==> src/rtl/cp0_exc_ctrl.sv <==
// CP0 exception/interrupt sequencer: owns both CP0 write ports, sequences EPC/Cause/Status
// on exception entry and ERET, and arbitrates pipeline MTC0 writes against them.
module cp0_exc_ctrl #(
    parameter logic [31:0] HANDLER_PC = 32'h0000_4180,
    parameter logic [4:0]  REG_STATUS = 5'd12,
    parameter logic [4:0]  REG_CAUSE  = 5'd13,
    parameter logic [4:0]  REG_EPC    = 5'd14
) (
    input  logic        clk,
    input  logic        reset,
    input  logic [5:0]  hw_int,
    input  logic        exc_req,
    input  logic [4:0]  exc_code,
    input  logic [31:0] exc_pc,
    input  logic        eret_req,
    input  logic        mtc0_req,
    input  logic [4:0]  mtc0_addr,
    input  logic [31:0] mtc0_data,
    output logic        mtc0_gnt,
    output logic        stall,
    output logic        pc_redirect,
    output logic [31:0] redirect_pc,
    output logic [4:0]  cp0_a2,
    output logic [4:0]  cp0_a3,
    output logic [31:0] cp0_wd1,
    output logic [31:0] cp0_wd2,
    output logic [1:0]  cp0_wr
);

    typedef enum logic [1:0] {S_IDLE, S_SAVE, S_MASK, S_ERET} state_t;

    state_t      state;
    logic [31:0] status_q;
    logic [31:0] epc_q;
    logic [4:0]  cap_code;
    logic [31:0] cap_pc;
    logic [5:0]  cap_int;
    logic        int_pend;

    assign int_pend = (|(hw_int & status_q[15:10])) & status_q[0] & ~status_q[1];

    always_ff @(posedge clk or posedge reset) begin
        if (reset) begin
            state    <= S_IDLE;
            status_q <= '0;
            epc_q    <= '0;
            cap_code <= '0;
            cap_pc   <= '0;
            cap_int  <= '0;
        end else begin
            case (state)
                S_IDLE: begin
                    if (exc_req || int_pend) begin
                        cap_code <= exc_req ? exc_code : 5'd0;
                        cap_pc   <= exc_pc;
                        cap_int  <= hw_int;
                        state    <= S_SAVE;
                    end else if (eret_req) begin
                        state <= S_ERET;
                    end else if (mtc0_req) begin
                        if (mtc0_addr == REG_STATUS) status_q <= mtc0_data;
                        if (mtc0_addr == REG_EPC)    epc_q    <= mtc0_data;
                    end
                end
                S_SAVE: begin
                    epc_q <= cap_pc;
                    state <= S_MASK;
                end
                S_MASK: begin
                    status_q <= status_q | 32'h2;
                    state    <= S_IDLE;
                end
                S_ERET: begin
                    status_q <= status_q & ~32'h2;
                    state    <= S_IDLE;
                end
                default: state <= S_IDLE;
            endcase
        end
    end

    // Outputs are combinational; reset gates them so nothing leaks while it is held.
    always_comb begin
        mtc0_gnt    = 1'b0;
        stall       = 1'b0;
        pc_redirect = 1'b0;
        redirect_pc = '0;
        cp0_a2      = '0;
        cp0_a3      = '0;
        cp0_wd1     = '0;
        cp0_wd2     = '0;
        cp0_wr      = 2'b00;
        if (!reset) begin
            case (state)
                S_IDLE: begin
                    if (exc_req || int_pend || eret_req) begin
                        stall = 1'b1;
                    end else if (mtc0_req) begin
                        mtc0_gnt = 1'b1;
                        cp0_wr   = 2'b01;
                        cp0_a3   = mtc0_addr;
                        cp0_wd2  = mtc0_data;
                    end
                end
                S_SAVE: begin
                    stall   = 1'b1;
                    cp0_wr  = 2'b11;
                    cp0_a2  = REG_EPC;
                    cp0_wd1 = cap_pc;
                    cp0_a3  = REG_CAUSE;
                    cp0_wd2 = {16'b0, cap_int, 3'b0, cap_code, 2'b0};
                end
                S_MASK: begin
                    stall       = 1'b1;
                    cp0_wr      = 2'b01;
                    cp0_a3      = REG_STATUS;
                    cp0_wd2     = status_q | 32'h2;
                    pc_redirect = 1'b1;
                    redirect_pc = HANDLER_PC;
                end
                S_ERET: begin
                    stall       = 1'b1;
                    cp0_wr      = 2'b01;
                    cp0_a3      = REG_STATUS;
                    cp0_wd2     = status_q & ~32'h2;
                    pc_redirect = 1'b1;
                    redirect_pc = epc_q;
                end
                default: ;
            endcase
        end
    end

endmodule

==> config.mk <==
export PLATFORM = sky130hd
export DESIGN_NAME = cp0_exc_ctrl
export DESIGN_NICKNAME = d
export VERILOG_FILES = /design/src/rtl/cp0_exc_ctrl.sv
export SDC_FILE = /design/constraint.sdc
export NUM_CORES = 1
export LEC_CHECK = 0
export ABC_AREA = 0
export BUFFER_PORTS_ARGS = -buffer_cell sky130_fd_sc_hd__buf_2
export CORE_ASPECT_RATIO = 0.75
export CORE_MARGIN = 3
export CORE_UTILIZATION = 51
export DETAILED_ROUTE_END_ITERATION = 7
export PLACE_DENSITY = 0.88
export SLEW_MARGIN = 40
export SYNTH_ARGS = -nofsm -noshare
export SYNTH_HDL_FRONTEND = slang
export SYNTH_SLANG_ARGS = --single-unit
export TNS_END_PERCENT = 1
==> constraint.sdc <==
create_clock -name clk -period 9.8 [get_ports clk]
set_input_delay 2.94 -clock clk [delete_from_list [all_inputs] [get_ports clk]]
set_output_delay 2.94 -clock clk [all_outputs]
set_load 0.005 [all_outputs]
==> impl_metrics.json, run 1 <==
{
  "r2r-end": "status_q[7]",
  "ir_drop_v": 0.000133,
  "holdCritStartpoint": "epc_q[30]",
  "design.portCount": 196,
  "min-delay-path-class": "flip-flop to flip-flop",
  "fin_crit_sh": 0.802,
  "fp.dieW_um": 128,
  "antenna_found_initial": 1,
  "grt_max_degree": 58,
  "run_status": "completed",
  "post_drt_via_cell_ratio": 5.74,
  "maxCapViolCount": 0,
  "cts_repair_resizes": 0,
  "antennaDiodeCount": 0,
  "yosysUniqueCellTypes": 34,
  "fin_nets": 731,
  "cp-endpoint": "cp0_wd2[24]",
  "synth.avg_cell_area_um2": 12.1,
  "postCtsSetupRepairBufs": 0,
  "gp_congestion": 0.825,
  "worstSetupStartpoint": "reset",
  "setup.worst_path.start_class": "primary input",
  "rsz0062_at_grt": "false",
  "fill_cells": 815,
  "initial_core_util": 0.538,
  "synth_ff_type": "sky130_fd_sc_hd__dfrtp_1",
  "grt_pass1_wl_mm": 25.0,
  "worstSkewPairLatency_ps": 350,
  "ff2ff_path_depth": 5,
  "synthesis_to_finish_area_growth_pct": 23.9,
  "htree_num_levels": 3,
  "crit_slowest_cell": "sky130_fd_sc_hd__clkinv_1",
  "finalWorstPathRequiredPeriod_ps": 7860,
  "static-leakage-power_uw": 0.00374,
  "timing.max_slew.rel_slack": 0.480,
  "post-synth-top-count-cell": "sky130_fd_sc_hd__dfrtp_1",
  "tritoncts_clock_tree": "built",
  "antenna_violating_nets_post_route": 0,
  "timing_hold_violations_final": 0,
  "path_depth": 7,
  "synth_top_area_frac": 0.479,
  "yosys_warnings": 0,
  "powerDensity_mw_per_mm2": 261,
  "grt_pass1_vias": 4714,
  "routed-via-count": 4516,
  "clock_tree_sinks": 109,
  "finalSetupViolations": 0,
  "setup.worst_path.class": "primary input to primary output",
  "worst_setup_hold_path_clk_slew_ps": 70,
  "setup_total_negative_slack_ps": 0,
  "worstPathMaxFanout": 26,
  "synthArstFlopShare": 1.00,
  "numPortBuffers": 193,
  "data_arrival_time_at_the_worst_slack_endpoint_ps": 4920,
  "globalRouteOverflowTotal": 0,
  "syn-cell-area_mm2": 0.00569,
  "path_delay_family": "buffers and inverters",
  "transition_at_the_pin_with_the_smallest_max_transition_slack_ps": 776,
  "synthesis.instances": 470,
  "detailed_route_drc_error_count": 0,
  "ys_ff_latch": 109,
  "cts.path.max_buffers": 2,
  "core_mm2": 0.0106,
  "ys_top_cells_by_count": "sky130_fd_sc_hd__dfrtp_1 (109), sky130_fd_sc_hd__mux2_2 (97), sky130_fd_sc_hd__and2_1 (34), sky130_fd_sc_hd__nor2_1 (34), sky130_fd_sc_hd__mux2_4 (30)",
  "cts-hold-fix-buffers": 0,
  "grt.total_usage": 0.250,
  "cp_cell_sequence": "buf_2 > inv_4 > nand2_1 > clkinv_1 > buf_4 > a22o_1 > buf_2",
  "design_power_total_uw": 1840,
  "die_y_extent_um": 97.5,
  "post_drt_wl_per_cell_um": 19.9,
  "cp_slowest_stage_delay_ps": 670,
  "synthDominantAreaCellType": "sky130_fd_sc_hd__dfrtp_1",
  "worst_case_clock_skew_ps": 9.46,
  "cp_data_required_time_ps": 6860,
  "fmax_ghz": 0.127,
  "total_die_area_mm2": 0.0125,
  "num_rows": 32,
  "synth_edf_count": 0,
  "crit_path_end_kind": "primary output",
  "cts_made_buffers": 9,
  "buffers_plus_inverters_on_the_worst_setup_path": 5,
  "most_used_cell_along_the_critical_path": "sky130_fd_sc_hd__buf_2",
  "drive_gt1_frac": 0.547,
  "place_hpwl_mm": 10.8,
  "synth-seq-area-share": 0.479,
  "initialDrtViolationCount": 315,
  "routed_wl_mm": 15.6,
  "drt_pre_antenna_iters": 4,
  "maxSlewViolCount": 0,
  "rrSetupSlack_ps": 7300,
  "clock-root-buffer": "sky130_fd_sc_hd__clkbuf_16",
  "synth.top_cells.by_area": "sky130_fd_sc_hd__dfrtp_1 (48%), sky130_fd_sc_hd__mux2_2 (19%), sky130_fd_sc_hd__mux2_4 (7.9%), sky130_fd_sc_hd__and2_1 (3.7%), sky130_fd_sc_hd__and3_1 (3.2%)",
  "worstReg2RegStart": "status_q[12]"
}
==> kinds of logic (layout without fill, tap and decap cells) <==
kind of cell           after synthesis  after routing  synth area share
AOI/OAI and AO/OA                   50             50            0.0649
buffers and inverters               47            227            0.0398
DFF                                109            109             0.479
muxes                              144            144             0.301
other                                1              2          0.000659
and+or+nand+nor                    119            119             0.114
==> worst min path at each step <==
stage                       end  slack (ps)  cells past startpoint
floorplan           cap_code[0]         470                      1
global placement    cap_code[0]         480                      1
detailed placement    epc_q[11]         490                      1
CTS                 cap_code[3]         510                      1
global route          epc_q[30]         520                      1
finish                epc_q[30]         500                      1
==> worst register-to-register path: stages, from the launching register on <==
cell and delay, ps:
sky130_fd_sc_hd__dfrtp_1 410, sky130_fd_sc_hd__a222oi_1 420, sky130_fd_sc_hd__and3_2 360, sky130_fd_sc_hd__nor2_2 100
sky130_fd_sc_hd__or3_4 690, sky130_fd_sc_hd__mux2_4 400
==> placed cells by master (no fill, tap or decap), drive strengths merged, types with 3 or more instances in the layout <==
cell | Yosys | final
buf | 20 | 203
mux2 | 127 | 127
dfrtp | 109 | 109
nor2 | 35 | 35
and2 | 34 | 34
and3 | 30 | 30
a22o | 20 | 20
a21oi | 19 | 19
mux2i | 17 | 17
clkbuf | 19 | 11
inv | 8 | 10
nand2 | 5 | 5
a32o | 5 | 5
nor3 | 5 | 5
nand2b | 3 | 3
nor4 | 3 | 3
==> sequential cells by signal, summed over array words and instances (netlist names) <==
register,cells
state,2
epc_q,32
cap_int,6
cap_code,5
cap_pc,32
status_q,32
==> layout make-up <==
type                    instances  area, um^2  share of cell area
multi-input cells             315        2780               0.394
flip-flops and latches        109        2730               0.387
repair buffers                203        1060               0.150
clock buffers                  11         243              0.0344
well taps                     136         170              0.0241
clock inverters                 5        41.3             0.00586
inverters                       8        32.5             0.00462
==> routing by layer <==
layer / GRT usage / part of all wire / vias up
met3: 0.0544 / 0.075 / 24
met1: 0.347 / 0.44 / 2269
met5: 0 / 0.00045 / -
li1: - / - / 2015
met2: 0.393 / 0.47 / 206
met4: 0.0742 / 0.017 / 2
==> stage by stage <==
stage | instance area (um^2) | utilization | cells | hold slack (ps) | setup WS, ps
6_report | 7050 | 0.667 | 787 | 505 | 1940
5_1_grt | 7050 | 0.667 | 787 | 517 | 1820
4_1_cts | 7050 | 0.667 | 787 | 507 | 2080
3_5_place_dp | 6760 | 0.640 | 771 | 489 | 2090
3_3_place_gp | 6730 | 0.636 | 769 | 479 | 2100
2_1_floorplan | 5690 | - | 471 | 466 | 563
==> power breakdown <==
group | switching [uW] | total (uW) | internal (uW)
clock network | 173 | 357 | 183
logic | 356 | 741 | 385
registers | 109 | 740 | 631
total | 639 | 1840 | 1200
No activity file was read; power rests on OpenSTA's default activity.
==> run 2: changes to the inputs <==
--- a/config.mk
+++ b/config.mk
@@ -5,13 +5,13 @@
 export SDC_FILE = /design/constraint.sdc
 export NUM_CORES = 1
 export LEC_CHECK = 0
-export ABC_AREA = 0
+export ABC_AREA = 1
 export BUFFER_PORTS_ARGS = -buffer_cell sky130_fd_sc_hd__buf_2
 export CORE_ASPECT_RATIO = 0.75
 export CORE_MARGIN = 3
 export CORE_UTILIZATION = 51
 export DETAILED_ROUTE_END_ITERATION = 7
-export PLACE_DENSITY = 0.88
+export PLACE_DENSITY = 0.87
 export SLEW_MARGIN = 40
 export SYNTH_ARGS = -nofsm -noshare
 export SYNTH_HDL_FRONTEND = slang
==> constraint.sdc (replaced) <==
create_clock -name clk -period 8.1 [get_ports clk]
set_input_delay 2.43 -clock clk [delete_from_list [all_inputs] [get_ports clk]]
set_output_delay 2.43 -clock clk [all_outputs]
set_load 0.005 [all_outputs]
==> run 2 against run 1 <==
Effect of this change: wire length is 21% higher; via count is 38% higher; critical path type unchanged; clock power is 26% higher; clock skew is 1.1 ps higher; synthesized cell count is 87% higher; power is 23% higher; critical path depth is 4 higher; highest routed layer unchanged; die area is 4.8% higher; area after synthesis is 5.1% higher; combinational power is 26% higher.
==> impl_metrics.json, run 2 <==
{
  "yosys_warnings": 0,
  "crit_slowest_cell": "sky130_fd_sc_hd__nand2_2",
  "initial_core_util": 0.534,
  "fin_crit_sh": 0.847,
  "synthesis.instances": 879,
  "initialDrtViolationCount": 525,
  "setup.worst_path.start_class": "primary input",
  "layout_commonest_cell": "sky130_fd_sc_hd__nand2_1",
  "place_hpwl_mm": 13.3,
  "worst_setup_hold_path_clk_slew_ps": 60,
  "post-synth-top-count-cell": "sky130_fd_sc_hd__nand2_1",
  "finalSetupViolations": 0,
  "synth.avg_cell_area_um2": 6.80,
  "fin_nets": 1116,
  "transition_at_the_pin_with_the_smallest_max_transition_slack_ps": 792,
  "num_rows": 33,
  "die_y_extent_um": 99.8,
  "worstPathMaxFanout": 33,
  "routed-via-count": 6248,
  "fmax_ghz": 0.146,
  "layout.cells.most_common_list": "sky130_fd_sc_hd__nand2_1 (341), sky130_fd_sc_hd__buf_2 (193), sky130_fd_sc_hd__nor2_1 (144), sky130_fd_sc_hd__dfrtp_1 (108), sky130_fd_sc_hd__nand3_1 (70)",
  "biggestRegsByFlops": "cap_pc x32, epc_q x32, status_q x32",
  "cp_slowest_stage_delay_ps": 520,
  "antenna_found_initial": 1,
  "cp_cell_sequence": "buf_2 > nand2_1 > nand2_1 > nor2_1 > nand2_1 > nand2_1 > nand3_1 > inv_2 > nand2_2 > o21bai_1 > buf_2",
  "synthDominantAreaCellType": "sky130_fd_sc_hd__dfrtp_1",
  "tritoncts_clock_tree": "built",
  "powerDensity_mw_per_mm2": 312,
  "hold_slack_ps": 476,
  "ys_ff_latch": 109,
  "cts.path.max_buffers": 2,
  "ys_top_cells_by_count": "sky130_fd_sc_hd__nand2_1 (343), sky130_fd_sc_hd__nor2_1 (145), sky130_fd_sc_hd__dfrtp_1 (109), sky130_fd_sc_hd__nand3_1 (70), sky130_fd_sc_hd__inv_1 (65)",
  "total_die_area_mm2": 0.0131,
  "antennaDiodeCount": 0,
  "drive_gt1_frac": 0.221,
  "clock-root-buffer": "sky130_fd_sc_hd__clkbuf_16",
  "final.setup.worst_slack_ps": 1240,
  "fp.dieW_um": 131,
  "worst_case_clock_skew_ps": 10.5,
  "numPortBuffers": 193,
  "synthArstFlopShare": 1.00,
  "antenna_violating_nets_post_route": 0,
  "ir_drop_v": 0.000188,
  "synth_top_area_frac": 0.456,
  "run_status": "completed",
  "min-delay-path-class": "flip-flop to flip-flop",
  "design.portCount": 196,
  "most_used_cell_along_the_critical_path": "sky130_fd_sc_hd__nand2_1",
  "rsz0062_at_grt": "false",
  "path_delay_family": "simple AND/OR/NAND/NOR gates",
  "worstSkewPairLatency_ps": 350,
  "setup.worst_path.class": "primary input to primary output",
  "cts-hold-fix-buffers": 0,
  "synth-seq-area-share": 0.456,
  "grt_pass1_vias": 5596,
  "post_drt_via_cell_ratio": 5.24,
  "synth.top_cells.by_area": "sky130_fd_sc_hd__dfrtp_1 (46%), sky130_fd_sc_hd__nand2_1 (22%), sky130_fd_sc_hd__nor2_1 (9.1%), sky130_fd_sc_hd__nand3_1 (5.9%), sky130_fd_sc_hd__inv_1 (4.1%)",
  "timing.max_slew.rel_slack": 0.472,
  "syn-cell-area_mm2": 0.00598,
  "drt_pre_antenna_iters": 5,
  "setup_total_negative_slack_ps": 0,
  "core_mm2": 0.0112,
  "cp_data_required_time_ps": 5670,
  "fill_cells": 1027,
  "data_arrival_time_at_the_worst_slack_endpoint_ps": 4430,
  "dpl_worst_slack_ps": 1240,
  "routed_wl_mm": 18.9,
  "static-leakage-power_uw": 0.00418,
  "timing_hold_violations_final": 0,
  "synth_edf_count": 0,
  "postCtsSetupRepairBufs": 0,
  "grt_pass1_wl_mm": 29.0,
  "cts_repair_resizes": 0,
  "maxSlewViolCount": 0,
  "clock_tree_sinks": 109,
  "htree_num_levels": 3,
  "detailed_route_drc_error_count": 0,
  "post_drt_wl_per_cell_um": 15.9,
  "globalRouteOverflowTotal": 0,
  "gp_congestion": 0.934,
  "synthesis_to_finish_area_growth_pct": 20.8,
  "crit_path_end_kind": "primary output",
  "cts_made_buffers": 9,
  "finalWorstPathRequiredPeriod_ps": 6860,
  "maxCapViolCount": 0,
  "yosysUniqueCellTypes": 21,
  "grt_max_degree": 62,
  "grt.total_usage": 0.287,
  "synth_ff_type": "sky130_fd_sc_hd__dfrtp_1",
  "buffers_plus_inverters_on_the_worst_setup_path": 3
}
-- run 2: stage by stage --
step                cells  power [uW]   util  instance area (um^2)
floorplan             880        1500      -                  5980
global placement     1177        1760  0.617                  6910
detailed placement   1177        1790  0.618                  6910
CTS                  1193        2240  0.645                  7220
global route         1193        2410  0.645                  7220
finish               1193        2250  0.645                  7220
-- run 2: where the power goes --
part / internal (uW) / total (uW) / switching, uW
Clock: 257 / 449 / 192
Sequential: 741 / 869 / 127
Combinational: 290 / 935 / 645
-- run 2: kinds of logic (layout without fill, tap and decap cells) --
group | count (synthesis) | in the layout | synth area share
other | 1 | 2 | 0.000627
flip-flops | 109 | 109 | 0.456
AO/OA/AOI/OAI | 74 | 74 | 0.0770
AND/OR/NAND/NOR | 564 | 564 | 0.372
buffers and inverters | 131 | 287 | 0.0946
-- run 2: final cells by class --
class,instances,area [um^2],share of cell area
flip-flops and latches,109,2730,0.378
multi-input cells,640,2700,0.374
repair buffers,200,1020,0.142
inverters,71,270,0.0374
clock buffers,13,260,0.0360
well taps,157,196,0.0272
clock inverters,3,45.0,0.00624
-- run 2: per-layer routing --
metal / global-route usage / wire (um) / up-vias
met3: 0.103 / 2300 / 37
met5: 0 / 7 / -
met2: 0.404 / 7940 / 347
met4: 0.0711 / 280 / 2
met1: 0.422 / 8410 / 2865
li1: - / - / 2997
-- run 2: worst register-to-register path, stage by stage (launching register included) --
cell and delay [ps]:
sky130_fd_sc_hd__dfrtp_2 710, sky130_fd_sc_hd__inv_2 190, sky130_fd_sc_hd__nor2_4 610, sky130_fd_sc_hd__buf_4 460, sky130_fd_sc_hd__inv_2 220, sky130_fd_sc_hd__nand2_2 520
sky130_fd_sc_hd__nand2_2 540, sky130_fd_sc_hd__nand2_1 230, sky130_fd_sc_hd__nand2_1 70
-- run 2: final timing paths --
path                       slack, ps    startpoint      endpoint  cells after the start
max                             1240     hw_int[3]   cp0_wd2[16]                     11
min                              480  status_q[19]  status_q[19]                      2
max reg2reg                     4440      state[0]     epc_q[16]                      8
min reg2reg                      480  status_q[19]  status_q[19]                      2
max in group asynchronous       4560         reset      state[0]                      3
min in group asynchronous       2570         reset     epc_q[19]                      2
